**config.mk**
```make
export PLATFORM = sky130hd
export DESIGN_NAME = fog_err_demod_flat
export DESIGN_NICKNAME = d
export VERILOG_FILES = /design/src/rtl/fog_err_demod_if.sv /design/src/rtl/fog_err_demod.sv /design/src/flat_wrapper.sv
export SDC_FILE = /design/constraint.sdc
export NUM_CORES = 1
export LEC_CHECK = 0
export BUFFER_PORTS_ARGS = -buffer_cell sky130_fd_sc_hd__buf_2
export CAP_MARGIN = 20
export CORE_UTILIZATION = 45
export CTS_CLUSTER_DIAMETER = 30
export CTS_CLUSTER_SIZE = 25
export DETAILED_ROUTE_END_ITERATION = 10
export MAX_ROUTING_LAYER = met4
export PLACE_DENSITY = 0.67
export SLEW_MARGIN = 0
export SYNTH_ARGS = -nofsm -noshare
export SYNTH_HDL_FRONTEND = slang
export SYNTH_SLANG_ARGS = --single-unit
```
**constraint.sdc**
```tcl
create_clock -name i_clk -period 49 [get_ports i_clk]
set_input_delay 14.7 -clock i_clk [delete_from_list [all_inputs] [get_ports i_clk]]
set_output_delay 14.7 -clock i_clk [all_outputs]
set_load 0.005 [all_outputs]
```
**src/rtl/fog_err_demod_if.sv**
```systemverilog
`default_nettype none
// fog_err_demod_if: ADC sample stream, loop configuration and step/trigger outputs of the FOG demodulator.
interface fog_err_demod_if #(
  parameter int ADC_WIDTH = 14,
  parameter int ERR_WIDTH = 32
);
  logic                        i_adc_valid;
  logic signed [ADC_WIDTH-1:0] i_adc;
  logic        [31:0]          i_freq;
  logic        [31:0]          i_wait_cnt;
  logic signed [31:0]          i_err_offset;
  logic                        i_polarity;
  logic        [31:0]          i_fb_ON;
  logic        [31:0]          i_gain_sel;
  logic                        o_mod_sign;
  logic signed [ERR_WIDTH-1:0] o_err;
  logic signed [ERR_WIDTH-1:0] o_step;
  logic                        o_trig;
  logic        [1:0]           o_status;

  modport master (
    output i_adc_valid, i_adc, i_freq, i_wait_cnt, i_err_offset, i_polarity, i_fb_ON, i_gain_sel,
    input  o_mod_sign, o_err, o_step, o_trig, o_status
  );

  modport slave (
    input  i_adc_valid, i_adc, i_freq, i_wait_cnt, i_err_offset, i_polarity, i_fb_ON, i_gain_sel,
    output o_mod_sign, o_err, o_step, o_trig, o_status
  );
endinterface
`default_nettype wire

```
**src/rtl/fog_err_demod.sv**
```systemverilog
`default_nettype none
// fog_err_demod: square-wave modulation, per-half ADC integration and once-per-period
// saturating error / scaled step output with a one-cycle trigger.
module fog_err_demod #(
  parameter int ADC_WIDTH = 14,
  parameter int ERR_WIDTH = 32
) (
  input  wire logic      i_clk,
  input  wire logic      i_rst_n,
  fog_err_demod_if.slave bus
);
  localparam int DW = ((ERR_WIDTH > 32) ? ERR_WIDTH : 32) + 2;
  localparam logic [0:0] S_NEG = 1'b0;
  localparam logic [0:0] S_POS = 1'b1;
  localparam logic signed [ERR_WIDTH-1:0] E_MAX = {1'b0, {(ERR_WIDTH-1){1'b1}}};
  localparam logic signed [ERR_WIDTH-1:0] E_MIN = {1'b1, {(ERR_WIDTH-1){1'b0}}};
  localparam logic signed [DW-1:0] D_MAX = {{(DW-ERR_WIDTH+1){1'b0}}, {(ERR_WIDTH-1){1'b1}}};
  localparam logic signed [DW-1:0] D_MIN = {{(DW-ERR_WIDTH+1){1'b1}}, {(ERR_WIDTH-1){1'b0}}};

  logic [0:0] state, state_next;
  logic       mod_sign;
  logic [1:0] status;

  logic [31:0]        cnt;
  logic [31:0]        freq_sh, wait_sh;
  logic signed [31:0] offset_sh;
  logic               pol_sh;
  logic [4:0]         gain_sh;
  logic [31:0]        freq_in;
  logic [4:0]         gain_in;

  logic fb_on, active, fresh, sat_flag;
  logic pend, pend_sat, sat_hold, trig_q;
  logic [4:0] gain_p;
  logic signed [ERR_WIDTH-1:0] acc_pos, acc_neg, err_q, step_q;

  logic last, period_end, run, add, add_sat;
  logic signed [ERR_WIDTH:0]   sum_wide;
  logic signed [ERR_WIDTH-1:0] acc_cur, sum_sat, neg_fin, err_mag, err_calc;
  logic signed [DW-1:0]        diff;

  // Modulation state machine: one toggle per completed half-period.
  always_ff @(posedge i_clk) begin
    if (!i_rst_n) state <= S_POS;
    else          state <= state_next;
  end

  always_comb begin
    state_next = state;
    if (last) state_next = (state == S_POS) ? S_NEG : S_POS;
  end

  always_comb begin
    mod_sign = (state == S_POS);
    status   = 2'd0;
    if (fb_on && active) status = sat_hold ? 2'd3 : (mod_sign ? 2'd1 : 2'd2);
  end

  always_comb begin
    freq_in = (bus.i_freq < 32'd2) ? 32'd2 : bus.i_freq;
    gain_in = (bus.i_gain_sel > 32'd31) ? 5'd31 : bus.i_gain_sel[4:0];
  end

  // The period-closing sample is folded into the error combinationally, so the
  // accumulators are free for the very next sample.
  always_comb begin
    last       = bus.i_adc_valid && (cnt == freq_sh - 32'd1);
    period_end = last && (state == S_NEG);
    run        = fb_on && (active || fresh);
    add        = bus.i_adc_valid && run && (cnt >= wait_sh);
    acc_cur    = (state == S_POS) ? acc_pos : acc_neg;
    sum_wide   = {acc_cur[ERR_WIDTH-1], acc_cur}
               + {{(ERR_WIDTH+1-ADC_WIDTH){bus.i_adc[ADC_WIDTH-1]}}, bus.i_adc};
    add_sat    = add && (sum_wide[ERR_WIDTH] != sum_wide[ERR_WIDTH-1]);
    if (sum_wide[ERR_WIDTH] != sum_wide[ERR_WIDTH-1])
      sum_sat = sum_wide[ERR_WIDTH] ? E_MIN : E_MAX;
    else
      sum_sat = sum_wide[ERR_WIDTH-1:0];
    neg_fin = add ? sum_sat : acc_neg;
    diff    = {{(DW-ERR_WIDTH){acc_pos[ERR_WIDTH-1]}}, acc_pos}
            - {{(DW-ERR_WIDTH){neg_fin[ERR_WIDTH-1]}}, neg_fin}
            - {{(DW-32){offset_sh[31]}}, offset_sh};
    if (diff > D_MAX)      err_mag = E_MAX;
    else if (diff < D_MIN) err_mag = E_MIN;
    else                   err_mag = diff[ERR_WIDTH-1:0];
    if (!pol_sh)               err_calc = err_mag;
    else if (err_mag == E_MIN) err_calc = E_MAX;
    else                       err_calc = -err_mag;
  end

  // Plain pipeline register; it keeps sampling through reset so a loop that is
  // closed while reset is held runs its first period.
  always_ff @(posedge i_clk) begin
    fb_on <= (bus.i_fb_ON != 32'd0);
  end

  always_ff @(posedge i_clk) begin
    if (!i_rst_n) begin
      cnt       <= 32'd0;
      acc_pos   <= '0;
      acc_neg   <= '0;
      sat_flag  <= 1'b0;
      active    <= 1'b0;
      fresh     <= 1'b1;
      pend      <= 1'b0;
      pend_sat  <= 1'b0;
      gain_p    <= 5'd0;
      sat_hold  <= 1'b0;
      err_q     <= '0;
      step_q    <= '0;
      trig_q    <= 1'b0;
      freq_sh   <= freq_in;
      wait_sh   <= bus.i_wait_cnt;
      offset_sh <= bus.i_err_offset;
      pol_sh    <= bus.i_polarity;
      gain_sh   <= gain_in;
    end else begin
      trig_q <= 1'b0;
      pend   <= 1'b0;
      if (bus.i_adc_valid) cnt <= last ? 32'd0 : cnt + 32'd1;

      // fresh marks a period with no sample yet; only such a period may start integrating.
      if (period_end) begin
        fresh     <= 1'b1;
        freq_sh   <= freq_in;
        wait_sh   <= bus.i_wait_cnt;
        offset_sh <= bus.i_err_offset;
        pol_sh    <= bus.i_polarity;
        gain_sh   <= gain_in;
      end else if (bus.i_adc_valid) begin
        fresh <= 1'b0;
      end

      if (!fb_on) begin
        active   <= 1'b0;
        acc_pos  <= '0;
        acc_neg  <= '0;
        sat_flag <= 1'b0;
        sat_hold <= 1'b0;
        err_q    <= '0;
        step_q   <= '0;
      end else begin
        if (bus.i_adc_valid) active <= run;
        if (period_end) begin
          acc_pos  <= '0;
          acc_neg  <= '0;
          sat_flag <= 1'b0;
          if (run) begin
            err_q    <= err_calc;
            pend     <= 1'b1;
            pend_sat <= sat_flag | add_sat;
            gain_p   <= gain_sh;
          end
        end else if (add) begin
          if (state == S_POS) acc_pos <= sum_sat;
          else                acc_neg <= sum_sat;
          if (add_sat) sat_flag <= 1'b1;
        end
        if (pend) begin
          step_q   <= err_q >>> gain_p;
          trig_q   <= 1'b1;
          sat_hold <= pend_sat;
        end
      end
    end
  end

  assign bus.o_mod_sign = mod_sign;
  assign bus.o_err      = err_q;
  assign bus.o_step     = step_q;
  assign bus.o_trig     = trig_q;
  assign bus.o_status   = status;
endmodule
`default_nettype wire

```
**src/flat_wrapper.sv**
```systemverilog
// flat-port wrapper written by rule: the top's interface ports become plain ports
module fog_err_demod_flat 
#(
  parameter int ADC_WIDTH = 14,
  parameter int ERR_WIDTH = 32
)
  (i_clk, i_rst_n, bus_i_adc_valid, bus_i_adc, bus_i_freq, bus_i_wait_cnt, bus_i_err_offset, bus_i_polarity, bus_i_fb_ON, bus_i_gain_sel, bus_o_mod_sign, bus_o_err, bus_o_step, bus_o_trig, bus_o_status);
  fog_err_demod_if #(.ADC_WIDTH(ADC_WIDTH), .ERR_WIDTH(ERR_WIDTH)) bus_i ();
  input  wire logic i_clk;
  input  wire logic i_rst_n;
  input wire logic [$bits(bus_i.i_adc_valid)-1:0] bus_i_adc_valid;
  input wire logic [$bits(bus_i.i_adc)-1:0] bus_i_adc;
  input wire logic [$bits(bus_i.i_freq)-1:0] bus_i_freq;
  input wire logic [$bits(bus_i.i_wait_cnt)-1:0] bus_i_wait_cnt;
  input wire logic [$bits(bus_i.i_err_offset)-1:0] bus_i_err_offset;
  input wire logic [$bits(bus_i.i_polarity)-1:0] bus_i_polarity;
  input wire logic [$bits(bus_i.i_fb_ON)-1:0] bus_i_fb_ON;
  input wire logic [$bits(bus_i.i_gain_sel)-1:0] bus_i_gain_sel;
  output wire logic [$bits(bus_i.o_mod_sign)-1:0] bus_o_mod_sign;
  output wire logic [$bits(bus_i.o_err)-1:0] bus_o_err;
  output wire logic [$bits(bus_i.o_step)-1:0] bus_o_step;
  output wire logic [$bits(bus_i.o_trig)-1:0] bus_o_trig;
  output wire logic [$bits(bus_i.o_status)-1:0] bus_o_status;
  assign bus_i.i_adc_valid = bus_i_adc_valid;
  assign bus_i.i_adc = bus_i_adc;
  assign bus_i.i_freq = bus_i_freq;
  assign bus_i.i_wait_cnt = bus_i_wait_cnt;
  assign bus_i.i_err_offset = bus_i_err_offset;
  assign bus_i.i_polarity = bus_i_polarity;
  assign bus_i.i_fb_ON = bus_i_fb_ON;
  assign bus_i.i_gain_sel = bus_i_gain_sel;
  assign bus_o_mod_sign = bus_i.o_mod_sign;
  assign bus_o_err = bus_i.o_err;
  assign bus_o_step = bus_i.o_step;
  assign bus_o_trig = bus_i.o_trig;
  assign bus_o_status = bus_i.o_status;
  fog_err_demod #(.ADC_WIDTH(ADC_WIDTH), .ERR_WIDTH(ERR_WIDTH)) u_core (.i_clk(i_clk), .i_rst_n(i_rst_n), .bus(bus_i));
endmodule
```
# ---- After elaboration in Yosys (flattened, before gate mapping)
# Cells that the tools add are included.
dict set report totals {
  inputBits 178
  word_cells 85
  ff_bits 276
}
dict set report classes {
  n_bitwise 4
  shifts 1
  add_sub_neg 6
  magnitude_cmp 5
  mux 27
  n_reduce_logical 18
  n_eq_ne 4
}
# operator n
set op_table {}
lappend op_table {{$mux 32} 16}
lappend op_table {{$gt 34x32->1 const B} 1}
lappend op_table {{$lt 34x32->1 const B} 1}
lappend op_table {{$sub 34x34->34} 1}
lappend op_table {{$add 32x14->33} 1}
lappend op_table {{$sub 32x32->33} 1}
lappend op_table {{$add 32x1->32 const B} 1}
lappend op_table {{$eq 32x32->1} 1}
lappend op_table {{$eq 32x32->1 const B} 1}
lappend op_table {{$ge 32x32->1} 1}
lappend op_table {{$gt 32x5->1 const B} 1}
lappend op_table {{$lt 32x2->1 const B} 1}
lappend op_table {{$neg 32->32} 1}
lappend op_table {{$reduce_bool 32->1} 1}
lappend op_table {{$sshr 32x5->32} 1}
lappend op_table {{$sub 32x1->32 const B} 1}
lappend op_table {{$mux 5} 3}
lappend op_table {{$reduce_and 2->1} 5}
lappend op_table {{$logic_and 1x1->1} 7}
lappend op_table {{$mux 2} 3}
lappend op_table {{$reduce_and 3->1} 2}
lappend op_table {{$mux 1} 5}
lappend op_table {{$not 1->1} 3}
lappend op_table {{$reduce_or 3->1} 1}
lappend op_table {{5 further kinds} 5}

# ---- Longest topological paths before layout
dict set report logic_depth {
  ltp_word 13
  depth_mapped 58
  ltp_nobuf 51
}

# ---- Worst setup path before layout
# Ideal clock, no wire load.
dict set report synth_timing {
  kind {in2reg}
  startpoint {input port bus_i_adc[0]}
  endpoint {register u_core.err_q[26], in the netlist u_core.bus.o_err[26]}
  slack_ns 22.658
  path_buffers 6
  stages 55
  setup_time_ns 0.066
  t_arrival_ns 26.275
  cell_sequence {ha_1 -> inv_1 -> fa_1 -> nor2b_1 -> o21ai_0 -> a21boi_0 -> o21ai_0 -> a31o_2 -> o21ai_1 -> a221oi_1 -> o21ai_1 -> o21ai_1 -> o21ai_1 -> clkbuf_1 -> clkbuf_1 -> nor2_1 -> o21ai_0 -> ha_1 -> [... 19 more ...] -> a211oi_2 -> mux2_4 -> nor3_4 -> nor2_1 -> clkbuf_1 -> buf_2 -> nor2_1 -> ha_1 -> o21ai_0 -> or3_1 -> nor4b_2 -> o21ai_1 -> and2_1 -> buf_2 -> o41a_1 -> buf_6 -> nor3b_2 -> a21oi_2}
}
dict set report synth_via {
  elab_chain_cells 12
  elab_cells_between_ends 15
  cone_classes {add/sub: 4; order compare: 2; eq/ne: 2; mux: 7}
}
# item line_no
set synth_rtl {}
lappend synth_rtl {{start, declared} flat_wrapper.sv:12} ;# input wire logic [$bits(bus_i.i_adc)-1:0] bus_i_adc;
lappend synth_rtl {{$add 32x14->33 (*)} fog_err_demod.sv:73} ;# + {{(ERR_WIDTH+1-ADC_WIDTH){bus.i_adc[ADC_WIDTH-1]}}, bus.i_adc};
lappend synth_rtl {{$mux 32 or $ne 1x1->1 (tied branches)} {fog_err_demod.sv:76, fog_err_demod.sv:75}}
lappend synth_rtl {{$mux 32 (*)} fog_err_demod.sv:75} ;# if (sum_wide[ERR_WIDTH] != sum_wide[ERR_WIDTH-1])
lappend synth_rtl {{$mux 32 (*)} fog_err_demod.sv:79} ;# neg_fin = add ? sum_sat : acc_neg;
lappend synth_rtl {{$sub 32x32->33 (*)} fog_err_demod.sv:81} ;# - {{(DW-ERR_WIDTH){neg_fin[ERR_WIDTH-1]}}, neg_fin}
lappend synth_rtl {{$sub 34x34->34 (*)} fog_err_demod.sv:82} ;# - {{(DW-32){offset_sh[31]}}, offset_sh};
lappend synth_rtl {{$lt 34x32->1} fog_err_demod.sv:84} ;# else if (diff < D_MIN) err_mag = E_MIN;
lappend synth_rtl {{$mux 32} fog_err_demod.sv:84}
lappend synth_rtl {{$mux 32 (*)} fog_err_demod.sv:83} ;# if (diff > D_MAX) err_mag = E_MAX;
lappend synth_rtl {{$neg 32->32 or $eq 32x32->1 (tied branches)} {fog_err_demod.sv:88, fog_err_demod.sv:87}}
lappend synth_rtl {{$mux 32} fog_err_demod.sv:87} ;# else if (err_mag == E_MIN) err_calc = E_MAX;
lappend synth_rtl {{$mux 32 (*)} fog_err_demod.sv:86} ;# if (!pol_sh) err_calc = err_mag;
lappend synth_rtl {{end signal, assigned} fog_err_demod.sv:149} ;# err_q <= err_calc;
lappend synth_rtl {{end, declared} fog_err_demod.sv:35} ;# logic signed [ERR_WIDTH-1:0] acc_pos, acc_neg, err_q, step_q;
# Every way passes the cells marked *; elsewhere a longest branch is shown, timed or not.
# A chain may end at the register's enable or synchronous reset.

# ---- Worst setup path after layout
dict set report layout_timing {
  startpoint {input port bus_i_adc[13]}
  endpoint {register u_core.err_q[26], in the netlist u_core.bus.o_err[26]}
}
# Same word-level chain as after synthesis.

==> impl_metrics.yaml <==
place:
  io_buffers: 245
  dp.cells: 3175
  hpwl_mm: 48.5
  place_congestion: 0.948
  dpl_worst_slack_ns: 20.70
grt:
  gr-usage-all-layers_pct: 27.3
  antenna_found_initial: 3
  grt_max_degree: 65
  grt_pass1_wl_mm: 99.4
  grt_pass1_vias: 18400
  gr-total-overflow: 0
sta:
  setup_viol_count_final: 0
  maxSlewViolCount: 0
  worstMarginPinSlew_ns: 0.998
  fmax_mhz: 35.9
  worst_slack_ns: 21.15
  finalHoldViolations: 0
  fin_skew_ns: 0.0394
  period_needed_ns: 27.85
  relSlewSlack_pct: 33.5
  fin_setup_tns_ns: 0
  finalCritPeriodShare_pct: 56.8
  rsz0062_at_grt: "no"
power_and_ir_drop:
  total_leakage_power_nw: 10.5
  p_total_w: 0.000768
  irDropWorstVdd_v: 0.0000298
  power_density_nw_per_um2: 31.1
job:
  max_cap_violations: 0
setup_path:
  worstRegToRegCells: 50
  crit_top_cell: "a21oi_1"
  reg2reg_slack_ns: 34.03
  crit_fanout: 29
  r2r_start: "u_core.bus.o_mod_sign"
  crit_slowest_cell: "nor4b_2"
  endpoint_kind: "flop"
  rr_endpoint: "u_core.bus.o_err[26]"
  slowest_delay_ns: 0.67
  worstSetupStartpointType: "primary input"
  worstPathArrival_ns: 28.36
  timing.setup.critical_path_class: "primary input to flop"
  crit_required_ns: 49.50
layout:
  utilization_pct: 54.4
  areaGrowthSynthToFinish_pct: 18.9
  final-instance-count-excl-fill: 3299
  drive_gt1_share_pct: 18.0
  layout.nets: 2960
detailed_routing:
  vias: 19500
  drtAntennaViolNets: 0
  routed_wirelength_mm: 63.7
  routed_via_density: 5.90
  dr.pass1.iters: 5
  wl_per_cell_um: 19.3
  drt_iter0_drc: 1699
  drc_errors: 0
die:
  ios: 246
  coreArea_um2: 45500
  die_w_um: 217
  fp.dieH_um: 217
  rows: 78
  initial_core_util_pct: 45.7
  dieArea_um2: 47100
cts:
  clk-insertion-delay-late_ns: 0.60
  cts-buffers-inserted: 68
  cts_sinks: 276
  cts_hold_buf: 0
  cts_resized: 0
  path_clk_slew_ns: 0.04
  cts-root-buf: "clkbuf_16"
  cts_tree: "yes"
  cts_max_path_buffers: 3
  post_cts_buffers: 0
  htreeDepth: 3
yosys:
  syn_area_um2: 20800
  synth_area_leaders: "dfxtp_1 (17%), edfxtp_1 (15%), ha_1 (8.0%), a21oi_1 (4.6%), nor2_1 (4.3%)"
  synth_top_family_by_area: "compound AO/OA/AOI/OAI gates"
  ys_seq_area_share_pct: 31.5
  synthAdderAreaFrac_pct: 8.29
  async_flop_share_pct: 0
  synthSimpleGateAreaFrac_pct: 18.5
  synth_cell_types: 101
  synth.most_common_cell: "nor2_1"
  netlist_top_cells_count: "nor2_1 (239), a21oi_1 (190), dfxtp_1 (174)"
  synth_xor_area_share_pct: 6.36
  synth_edf_count: 102
  syn_nets: 2768
  synth_compound_area_share_pct: 24.1
  yosysTopAreaCellShare_pct: 16.7
  yosys_most_used_dff: "dfxtp_1"
  synth_largest_area_cell: "dfxtp_1"
  synthMuxAreaShare_pct: 6.13
  avgSynthCellArea_um2: 8.48
  yosysWarnings: 0
  synth_seq_cells: 276
  synthCells: 2454
status:
  outcome: "complete, no violations"
hold_path:
  hold_class: "flop to flop"
  worstHoldStart: "u_core.bus.o_step[27]"
  hold_path_depth: 2
  holdPathEnd: "u_core.bus.o_step[27]"
==> registers in the layout, summed over array words and instances, names as in the netlist, 32 cells and up <==
signal,cells
u_core.wait_sh,32
u_core.bus.o_err,32
u_core.bus.o_step,32
u_core.acc_neg,32
u_core.freq_sh,32
u_core.offset_sh,32
u_core.cnt,32
u_core.acc_pos,32
==> layout make-up <==
type | instances | area, um^2
multi-input combinational | 1905 | 13200
inverter | 124 | 465
antenna | 2 | 5.00
clock buffer | 92 | 1900
tap | 600 | 751
clock inverter | 29 | 399
fill | 4160 | 20800
timing repair buffer | 271 | 1470
sequential | 276 | 6550
==> how the worst max path moves through the flow <==
stage / start / to / slack, ns / depth (start not counted)
after CTS: bus_i_adc[0] / u_core.bus.o_err[26] / 21.27 / 53
after detailed placement: bus_i_adc[0] / u_core.bus.o_err[26] / 20.70 / 53
final: bus_i_adc[13] / u_core.bus.o_err[26] / 21.15 / 47
after global placement: bus_i_adc[0] / u_core.bus.o_err[26] / 21.07 / 53
after global routing: bus_i_adc[0] / u_core.bus.o_err[26] / 20.08 / 53
after floorplan: bus_i_adc[0] / u_core.bus.o_err[26] / 22.66 / 55
==> routing by layer <==
layer | part of all wire, % | routed length [um] | vias up | track usage, %
met5 | 0 | 0 | - | -
met4 | 2.7 | 1700 | 0 | 10.4
met3 | 6.4 | 4080 | 95 | 4.25
met2 | 45 | 28800 | 751 | 42.5
met1 | 46 | 29100 | 9192 | 35.7
li1 | - | - | 9424 | -
==> cell usage in the layout, fill, tap and decap left out, types with 29 or more instances in the layout <==
cell | Yosys | layout
a21oi_1 | 190 | 190
ha_1 | 133 | 133
clkbuf_16 | 0 | 71
nor2b_1 | 37 | 37
nand3_1 | 60 | 60
nand4_1 | 32 | 32
a211oi_1 | 38 | 38
dfxtp_1 | 174 | 172
xor2_1 | 59 | 59
nor4_1 | 33 | 33
o2bb2ai_1 | 40 | 40
and3_1 | 29 | 29
nor2_1 | 239 | 239
o21ai_0 | 163 | 163
nor3_1 | 32 | 32
mux2_2 | 40 | 40
xnor2_1 | 92 | 92
nand2_1 | 156 | 155
buf_2 | 10 | 245
a21o_1 | 52 | 52
inv_1 | 124 | 124
edfxtp_1 | 102 | 102
nand2b_1 | 30 | 30
mux2i_1 | 54 | 54
==> logic make-up (layout without fill, tap and decap cells) <==
kind of cell	count (synthesis)	in the layout
AND/OR/NAND/NOR	756	756
AO/OA/AOI/OAI	755	755
flip-flops	276	276
buffers and inverters	273	516
XOR/XNOR	151	151
adder cells (fa/ha/maj)	136	136
multiplexers	107	107
other	0	2
==> worst max-delay path: cells and delay by family <==
family	cells	cell delay, ns
AOI/OAI and AO/OA	28	8.02
xor gates and xnor gates	1	0.10
adders and majority gates	4	1.67
buffers and inverters	3	0.73
muxes	1	0.40
and+or+nand+nor	10	2.71
==> stage by stage <==
stage / hold slack [ns] / cell area (um^2)
floorplan: 0.448 / 20800
global placement: 0.452 / 22400
detailed placement: 0.459 / 22400
CTS: 0.474 / 24700
global route: 0.493 / 24700
finish: 0.477 / 24700
==> power breakdown <==
part	switching (W)	internal (W)	total (W)	leakage, nW
clock network	0.000140	0.000303	0.000443	1.11
logic	0.0000447	0.0000285	0.0000732	7.04
registers	0.00000530	0.000247	0.000252	2.40
total	0.000190	0.000578	0.000768	10.5
Power figures use the tool's default switching activity.
